==> src/rtl/hex_display_mux_if.sv <==
// Bus between a display-data source and hex_display_mux.
//
// Control and data signals:
//   Enable            source -> mux  scan enable
//   Load              source -> mux  one-cycle strobe capturing Value/DpIn
//   Value             source -> mux  4 bits per digit, Value[3:0] = digit 0
//   DpIn              source -> mux  decimal point per digit, 1 = lit
//   BlankLeadingZeros source -> mux  1 = suppress leading zero digits
//   SegOut            mux -> board   active-low segments a..g (bits 0..6), dp (bit 7)
//   DigitSel          mux -> board   one-hot digit select
//   ScanDone          mux -> source  one-cycle pulse after each frame wrap
//
// Load is a single-cycle strobe with no back-pressure: every cycle with
// Load=1 is a transfer, and the mux always accepts it (no ready signal).
interface hex_display_mux_if #(
  parameter int NUM_DIGITS = 4
);
  logic                      Enable;
  logic                      Load;
  logic [4*NUM_DIGITS-1:0]   Value;
  logic [NUM_DIGITS-1:0]     DpIn;
  logic                      BlankLeadingZeros;
  logic [7:0]                SegOut;
  logic [NUM_DIGITS-1:0]     DigitSel;
  logic                      ScanDone;

  modport master (
    output Enable, Load, Value, DpIn, BlankLeadingZeros,
    input  SegOut, DigitSel, ScanDone
  );

  modport slave (
    input  Enable, Load, Value, DpIn, BlankLeadingZeros,
    output SegOut, DigitSel, ScanDone
  );
endinterface

==> src/rtl/hex_display_mux.sv <==
// Time-multiplexed driver for NUM_DIGITS common-anode seven-segment digits.
// Each digit slot lasts SCAN_DIV cycles; the first BLANK_CYCLES of a slot
// drive everything off to avoid ghosting. Display data is double-buffered:
// Load fills a pending register that is copied to the active register at
// each frame wrap (or every cycle while Enable=0).
//
// Ports:
//   Clock   rising-edge system clock
//   ResetN  asynchronous active-low reset
//   bus     hex_display_mux_if slave (Enable/Load/Value/DpIn/
//           BlankLeadingZeros in, SegOut/DigitSel/ScanDone out)
//
// All outputs are registered and reflect the scan state (idx, cnt) of the
// previous cycle.
module hex_display_mux #(
  parameter int NUM_DIGITS       = 4,
  parameter int SCAN_DIV         = 50000,
  parameter int BLANK_CYCLES     = 500,
  parameter int DIGIT_ACTIVE_LOW = 1
) (
  input logic             Clock,
  input logic             ResetN,
  hex_display_mux_if.slave bus
);

  localparam int IDX_W = (NUM_DIGITS > 1) ? $clog2(NUM_DIGITS) : 1;
  localparam int CNT_W = $clog2(SCAN_DIV);
  localparam int VAL_W = 4 * NUM_DIGITS;

  localparam logic                  ACT_LOW   = (DIGIT_ACTIVE_LOW != 0);
  localparam logic [NUM_DIGITS-1:0] SEL_OFF   = {NUM_DIGITS{ACT_LOW}};
  localparam logic [IDX_W-1:0]      IDX_LAST  = IDX_W'(NUM_DIGITS - 1);
  localparam logic [CNT_W-1:0]      CNT_LAST  = CNT_W'(SCAN_DIV - 1);
  localparam logic [CNT_W-1:0]      CNT_BLANK = CNT_W'(BLANK_CYCLES);

  logic [CNT_W-1:0]      cnt_q, cnt_d;
  logic [IDX_W-1:0]      idx_q, idx_d;
  logic [VAL_W-1:0]      pend_val_q, pend_val_d;
  logic [NUM_DIGITS-1:0] pend_dp_q, pend_dp_d;
  logic [VAL_W-1:0]      act_val_q, act_val_d;
  logic [NUM_DIGITS-1:0] act_dp_q, act_dp_d;
  logic [7:0]            seg_q, seg_d;
  logic [NUM_DIGITS-1:0] sel_q, sel_d;
  logic                  done_q, done_d;

  logic                  slot_end;
  logic                  wrap;
  logic [3:0]            nib;
  logic                  dp_bit;
  logic [NUM_DIGITS-1:0] onehot;
  logic                  upper_zero;
  logic                  blank_digit;

  // Active-high a..g pattern for one hex nibble.
  function automatic logic [6:0] glyph(input logic [3:0] n);
    case (n)
      4'h0: glyph = 7'h3F;
      4'h1: glyph = 7'h06;
      4'h2: glyph = 7'h5B;
      4'h3: glyph = 7'h4F;
      4'h4: glyph = 7'h66;
      4'h5: glyph = 7'h6D;
      4'h6: glyph = 7'h7D;
      4'h7: glyph = 7'h07;
      4'h8: glyph = 7'h7F;
      4'h9: glyph = 7'h67;
      4'hA: glyph = 7'h77;
      4'hB: glyph = 7'h7C;
      4'hC: glyph = 7'h39;
      4'hD: glyph = 7'h5E;
      4'hE: glyph = 7'h79;
      default: glyph = 7'h71;
    endcase
  endfunction

  always_comb begin
    slot_end    = (cnt_q == CNT_LAST);
    wrap        = slot_end && (idx_q == IDX_LAST);

    // Walk from the most significant digit down so that upper_zero means
    // "nibbles k..NUM_DIGITS-1 are all zero" when digit k is examined.
    nib         = 4'h0;
    dp_bit      = 1'b0;
    onehot      = '0;
    upper_zero  = 1'b1;
    blank_digit = 1'b0;
    for (int k = NUM_DIGITS - 1; k >= 0; k--) begin
      if (act_val_q[4*k +: 4] != 4'h0) upper_zero = 1'b0;
      if (idx_q == IDX_W'(k)) begin
        nib         = act_val_q[4*k +: 4];
        dp_bit      = act_dp_q[k];
        onehot[k]   = 1'b1;
        blank_digit = bus.BlankLeadingZeros && (k != 0) && upper_zero;
      end
    end

    pend_val_d = bus.Load ? bus.Value : pend_val_q;
    pend_dp_d  = bus.Load ? bus.DpIn  : pend_dp_q;

    // Load coinciding with a buffer swap bypasses the pending register.
    act_val_d = act_val_q;
    act_dp_d  = act_dp_q;
    if (!bus.Enable || wrap) begin
      act_val_d = bus.Load ? bus.Value : pend_val_q;
      act_dp_d  = bus.Load ? bus.DpIn  : pend_dp_q;
    end

    if (!bus.Enable) begin
      cnt_d  = '0;
      idx_d  = '0;
      seg_d  = 8'hFF;
      sel_d  = SEL_OFF;
      done_d = 1'b0;
    end else begin
      cnt_d  = slot_end ? '0 : cnt_q + CNT_W'(1);
      idx_d  = wrap ? '0 : (slot_end ? idx_q + IDX_W'(1) : idx_q);
      done_d = wrap;
      if (cnt_q < CNT_BLANK) begin
        seg_d = 8'hFF;
        sel_d = SEL_OFF;
      end else begin
        seg_d = {~dp_bit, blank_digit ? 7'h7F : ~glyph(nib)};
        sel_d = ACT_LOW ? ~onehot : onehot;
      end
    end
  end

  always_ff @(posedge Clock or negedge ResetN) begin
    if (!ResetN) begin
      cnt_q      <= '0;
      idx_q      <= '0;
      pend_val_q <= '0;
      pend_dp_q  <= '0;
      act_val_q  <= '0;
      act_dp_q   <= '0;
      seg_q      <= 8'hFF;
      sel_q      <= SEL_OFF;
      done_q     <= 1'b0;
    end else begin
      cnt_q      <= cnt_d;
      idx_q      <= idx_d;
      pend_val_q <= pend_val_d;
      pend_dp_q  <= pend_dp_d;
      act_val_q  <= act_val_d;
      act_dp_q   <= act_dp_d;
      seg_q      <= seg_d;
      sel_q      <= sel_d;
      done_q     <= done_d;
    end
  end

  assign bus.SegOut   = seg_q;
  assign bus.DigitSel = sel_q;
  assign bus.ScanDone = done_q;

endmodule
==> src/flat_wrapper.sv <==
// flat-port wrapper written by rule: the top's interface ports become plain ports
module hex_display_mux_flat 
#(
  parameter int NUM_DIGITS       = 4,
  parameter int SCAN_DIV         = 50000,
  parameter int BLANK_CYCLES     = 500,
  parameter int DIGIT_ACTIVE_LOW = 1
)
  (Clock, ResetN, bus_Enable, bus_Load, bus_Value, bus_DpIn, bus_BlankLeadingZeros, bus_SegOut, bus_DigitSel, bus_ScanDone);
  hex_display_mux_if #(.NUM_DIGITS(NUM_DIGITS)) bus_i ();
  input logic Clock;
  input logic ResetN;
  input wire logic [$bits(bus_i.Enable)-1:0] bus_Enable;
  input wire logic [$bits(bus_i.Load)-1:0] bus_Load;
  input wire logic [$bits(bus_i.Value)-1:0] bus_Value;
  input wire logic [$bits(bus_i.DpIn)-1:0] bus_DpIn;
  input wire logic [$bits(bus_i.BlankLeadingZeros)-1:0] bus_BlankLeadingZeros;
  output wire logic [$bits(bus_i.SegOut)-1:0] bus_SegOut;
  output wire logic [$bits(bus_i.DigitSel)-1:0] bus_DigitSel;
  output wire logic [$bits(bus_i.ScanDone)-1:0] bus_ScanDone;
  assign bus_i.Enable = bus_Enable;
  assign bus_i.Load = bus_Load;
  assign bus_i.Value = bus_Value;
  assign bus_i.DpIn = bus_DpIn;
  assign bus_i.BlankLeadingZeros = bus_BlankLeadingZeros;
  assign bus_SegOut = bus_i.SegOut;
  assign bus_DigitSel = bus_i.DigitSel;
  assign bus_ScanDone = bus_i.ScanDone;
  hex_display_mux #(.NUM_DIGITS(NUM_DIGITS), .SCAN_DIV(SCAN_DIV), .BLANK_CYCLES(BLANK_CYCLES), .DIGIT_ACTIVE_LOW(DIGIT_ACTIVE_LOW)) u_core (.Clock(Clock), .ResetN(ResetN), .bus(bus_i));
endmodule
==> config.mk <==
export PLATFORM = sky130hd
export DESIGN_NAME = hex_display_mux_flat
export DESIGN_NICKNAME = d
export VERILOG_FILES = /design/src/rtl/hex_display_mux_if.sv /design/src/rtl/hex_display_mux.sv /design/src/flat_wrapper.sv
export SDC_FILE = /design/constraint.sdc
export NUM_CORES = 1
export LEC_CHECK = 0
export CORE_ASPECT_RATIO = 0.5
export CORE_UTILIZATION = 30
export CTS_CLUSTER_SIZE = 20
export DETAILED_ROUTE_END_ITERATION = 12
export DONT_BUFFER_PORTS = 1
export PLACE_DENSITY = 0.46
export SLEW_MARGIN = 20
export SYNTH_ARGS = -nofsm -noshare
export SYNTH_HDL_FRONTEND = slang
export SYNTH_SLANG_ARGS = --single-unit
export TNS_END_PERCENT = 50
==> constraint.sdc <==
create_clock -name Clock -period 3.89 [get_ports Clock]
set_clock_uncertainty 0.15 [all_clocks]
set_input_delay 0.778 -clock Clock [delete_from_list [all_inputs] [get_ports Clock]]
set_output_delay 0.778 -clock Clock [all_outputs]
set_load 0.02 [all_outputs]
==> metrics.yaml <==
outcome: "complete, no violations"
syn-num-nets: 301
dp_hpwl_um: 4470
path_class: "reg2reg"
ir_worst_vdd_mv: 0.199
grt_start_max_net_pins: 60
die-area_um2: 11600
slowest_delay_ps: 420
drt_iter0_markers: 80
synth_enable_flop_cells: 0
cts_tree: "done"
clock.fmax_mhz: 371
post-route-util: 0.358
netlist_area_um2: 3350
synth_area_leaders: "dfrtp_1 44%, dfstp_2 9.4%, mux2_4 8.5%"
crit_family: "adder cells"
critPathSlowestCell: "ha_1"
cts_root_buf: "clkbuf_16"
routed_via_density: 4.72
clk_pin_slew_ps: 60
ant_nets: 0
portBuffers: 0
leakage_uw: 0.00155
syn_to_final_growth_pct: 12.6
firstDrtPassIters: 4
layout_min_cycle_time_ps: 2700
cp_max_fo: 13
crit_chain: "inv_1 > ha_1 > nand2b_1 > a2bb2oi_1 > and2_1 > inv_1 > ha_1 > inv_1 > xnor2_1 > o22ai_1 > o21ai_0"
grt_setup_unrepaired: "false"
min_path_type: "in2async"
diodes: 0
fp.dieH_um: 76.8
max-slew-margin-rel: 0.616
clock_path_buffers: 2
worst_setup_path_start_kind: "flop"
start_util: 0.318
die_x_um: 152
grt_pass1_wl_um: 11000
cpMostUsedCell: "inv_1"
worstMarginPinSlew_ps: 573
design_power_total_uw: 1770
grt_pass1_vias: 2122
setup_tns_ps: 0
yosysWarnings: 0
hold_viol: 0
place.gp.congestion: 0.775
clkLatencyLatePin_ps: 330
drc: 0
period_share: 0.693
route.detailed.wl_per_inst_um: 15.3
synthDominantCellAreaShare: 0.440
vias: 1973
track_usage: 0.126
drv_cap: 0
io_pins: 38
path_buf_inv: 3
overflow: 0
num_rows: 26
cp-end-kind: "flop"
crit_arrival_ps: 2800
synthFlopType: "dfrtp_1"
drive_gt1_frac: 0.277
antenna_found_initial: 0
synth_cells: 269
yosysTopAreaCell: "dfrtp_1"
power-per-cell-area_nw_per_um2: 469
required_ps: 4000
yosysUniqueCellTypes: 50
synth-seq-cells: 71
fill_cells: 1046
ys_seq_area_frac: 0.534
post-place-ws_ps: 1190
finalWirelength_um: 6400
core-area_um2: 10500
postSynthAreaPerCell_um2: 12.5
nets: 305
setup_slack_ps: 1190
maxSlewViolCount: 0
cts_sinks: 71
final-setup-viol-count: 0
ys_async_sr_fraction: 1.00
cts_made_buffers: 9
fin_hold_ws_ps: 142
cts.htree.levels: 3
-- layout by cell type, fill, tap and decap left out, drive strengths merged, types with 4 or more instances in the layout --
master,instances
ha,7
inv,12
and2,4
mux2,40
nand3,10
nor2b,4
dfstp,12
o21ai,4
nand2,19
xor2,10
xnor2,7
nor2,22
dfrtp,59
clkbuf,9
nand4,4
-- layer usage --
layer,track usage,vias up,wire [um]
met1,0.167,976,3190
met4,0.0475,0,78
met5,0,-,0
met2,0.189,23,2900
met3,0.0411,9,240
li1,-,965,-
-- cell type report --
type / count / area (um^2) / share of cell area
clock inverter: 7 / 57.6 / 0.0152
multi-input combinational: 179 / 1460 / 0.385
tap: 140 / 175 / 0.0464
sequential: 71 / 1790 / 0.474
timing repair buffer: 2 / 35.0 / 0.00927
inverter: 10 / 37.5 / 0.00994
clock buffer: 9 / 225 / 0.0596
-- cell usage after synthesis, types with 3 or more instances --
master,number
o21ai_0,4
nor2_1,22
dfrtp_1,59
xor2_1,10
mux2_2,21
clkbuf_1,4
nor2b_1,4
nand4_1,4
mux2_4,19
and2_1,4
nor3b_1,3
buf_2,3
nand3b_1,3
o211ai_1,3
xnor2_1,7
ha_1,7
nand2_1,17
nand3_1,10
dfstp_2,12
inv_1,10
-- power by group --
part	internal (uW)	leakage, uW	switching, uW
Combinational	98.0	0.000567	84.9
Sequential	794	0.000857	34.4
Clock	437	0.000129	325
Total	1330	0.00155	444
-- repair_timing --
item,4_1_cts,5_1_grt
setup buffers,0,0
hold buffers,1,0
hold endpoints to repair,59,0
gates resized for setup,0,0
-- worst register-to-register path, stage by stage, from the launching register on --
cell and delay [ps]:
dfrtp_1 410, inv_1 100, ha_1 420, nand2b_1 190, a2bb2oi_1 280, and2_1 240
inv_1 90, ha_1 230, inv_1 100, xnor2_1 130, o22ai_1 110, o21ai_0 180
-- per-stage QoR --
step / cells / cell area, um^2
floorplan: 269 / 3350
global placement: 401 / 3470
CTS: 418 / 3780
global route: 418 / 3780
detailed placement: 401 / 3470
finish: 418 / 3780
-- sequential cells by signal (all words and copies together), names as in the netlist --
| register | flops |
|---|---|
| u_core.pend_val_q | 16 |
| u_core.act_dp_q | 4 |
| u_core.act_val_q | 16 |
| u_core.pend_dp_q | 4 |
| u_core.bus.SegOut | 8 |
| u_core.cnt_q | 16 |
| u_core.bus.ScanDone | 1 |
| u_core.idx_q | 2 |
| u_core.bus.DigitSel | 4 |
-- final timing paths --
path,startpoint,to,slack [ps],cells past startpoint
min in group Clock,u_core.cnt_q[0]$_DFF_PN0_,u_core.cnt_q[0]$_DFF_PN0_,330,1
max in group asynchronous,ResetN,u_core.act_val_q[3]$_DFFE_PN0P_,3190,1
max,u_core.idx_q[0]$_DFFE_PN0P_,u_core.bus.SegOut[3]$_DFF_PN1_,1190,11
max reg2reg,u_core.idx_q[0]$_DFFE_PN0P_,u_core.bus.SegOut[3]$_DFF_PN1_,1190,11
min,ResetN,u_core.bus.DigitSel[2]$_DFF_PN1_,140,0
min reg2reg,u_core.cnt_q[0]$_DFF_PN0_,u_core.cnt_q[0]$_DFF_PN0_,330,1
-- cells by family after synthesis --
logic type                 after synthesis  synth area share
AOI/OAI and AO/OA                       28            0.0627
xor gates and xnor gates                17            0.0444
adders and majority gates                7            0.0261
buffers and inverters                   19            0.0321
DFF                                     71             0.534
muxes                                   41             0.159
and+or+nand+nor                         86             0.142
(Power assumes the default switching activity.)
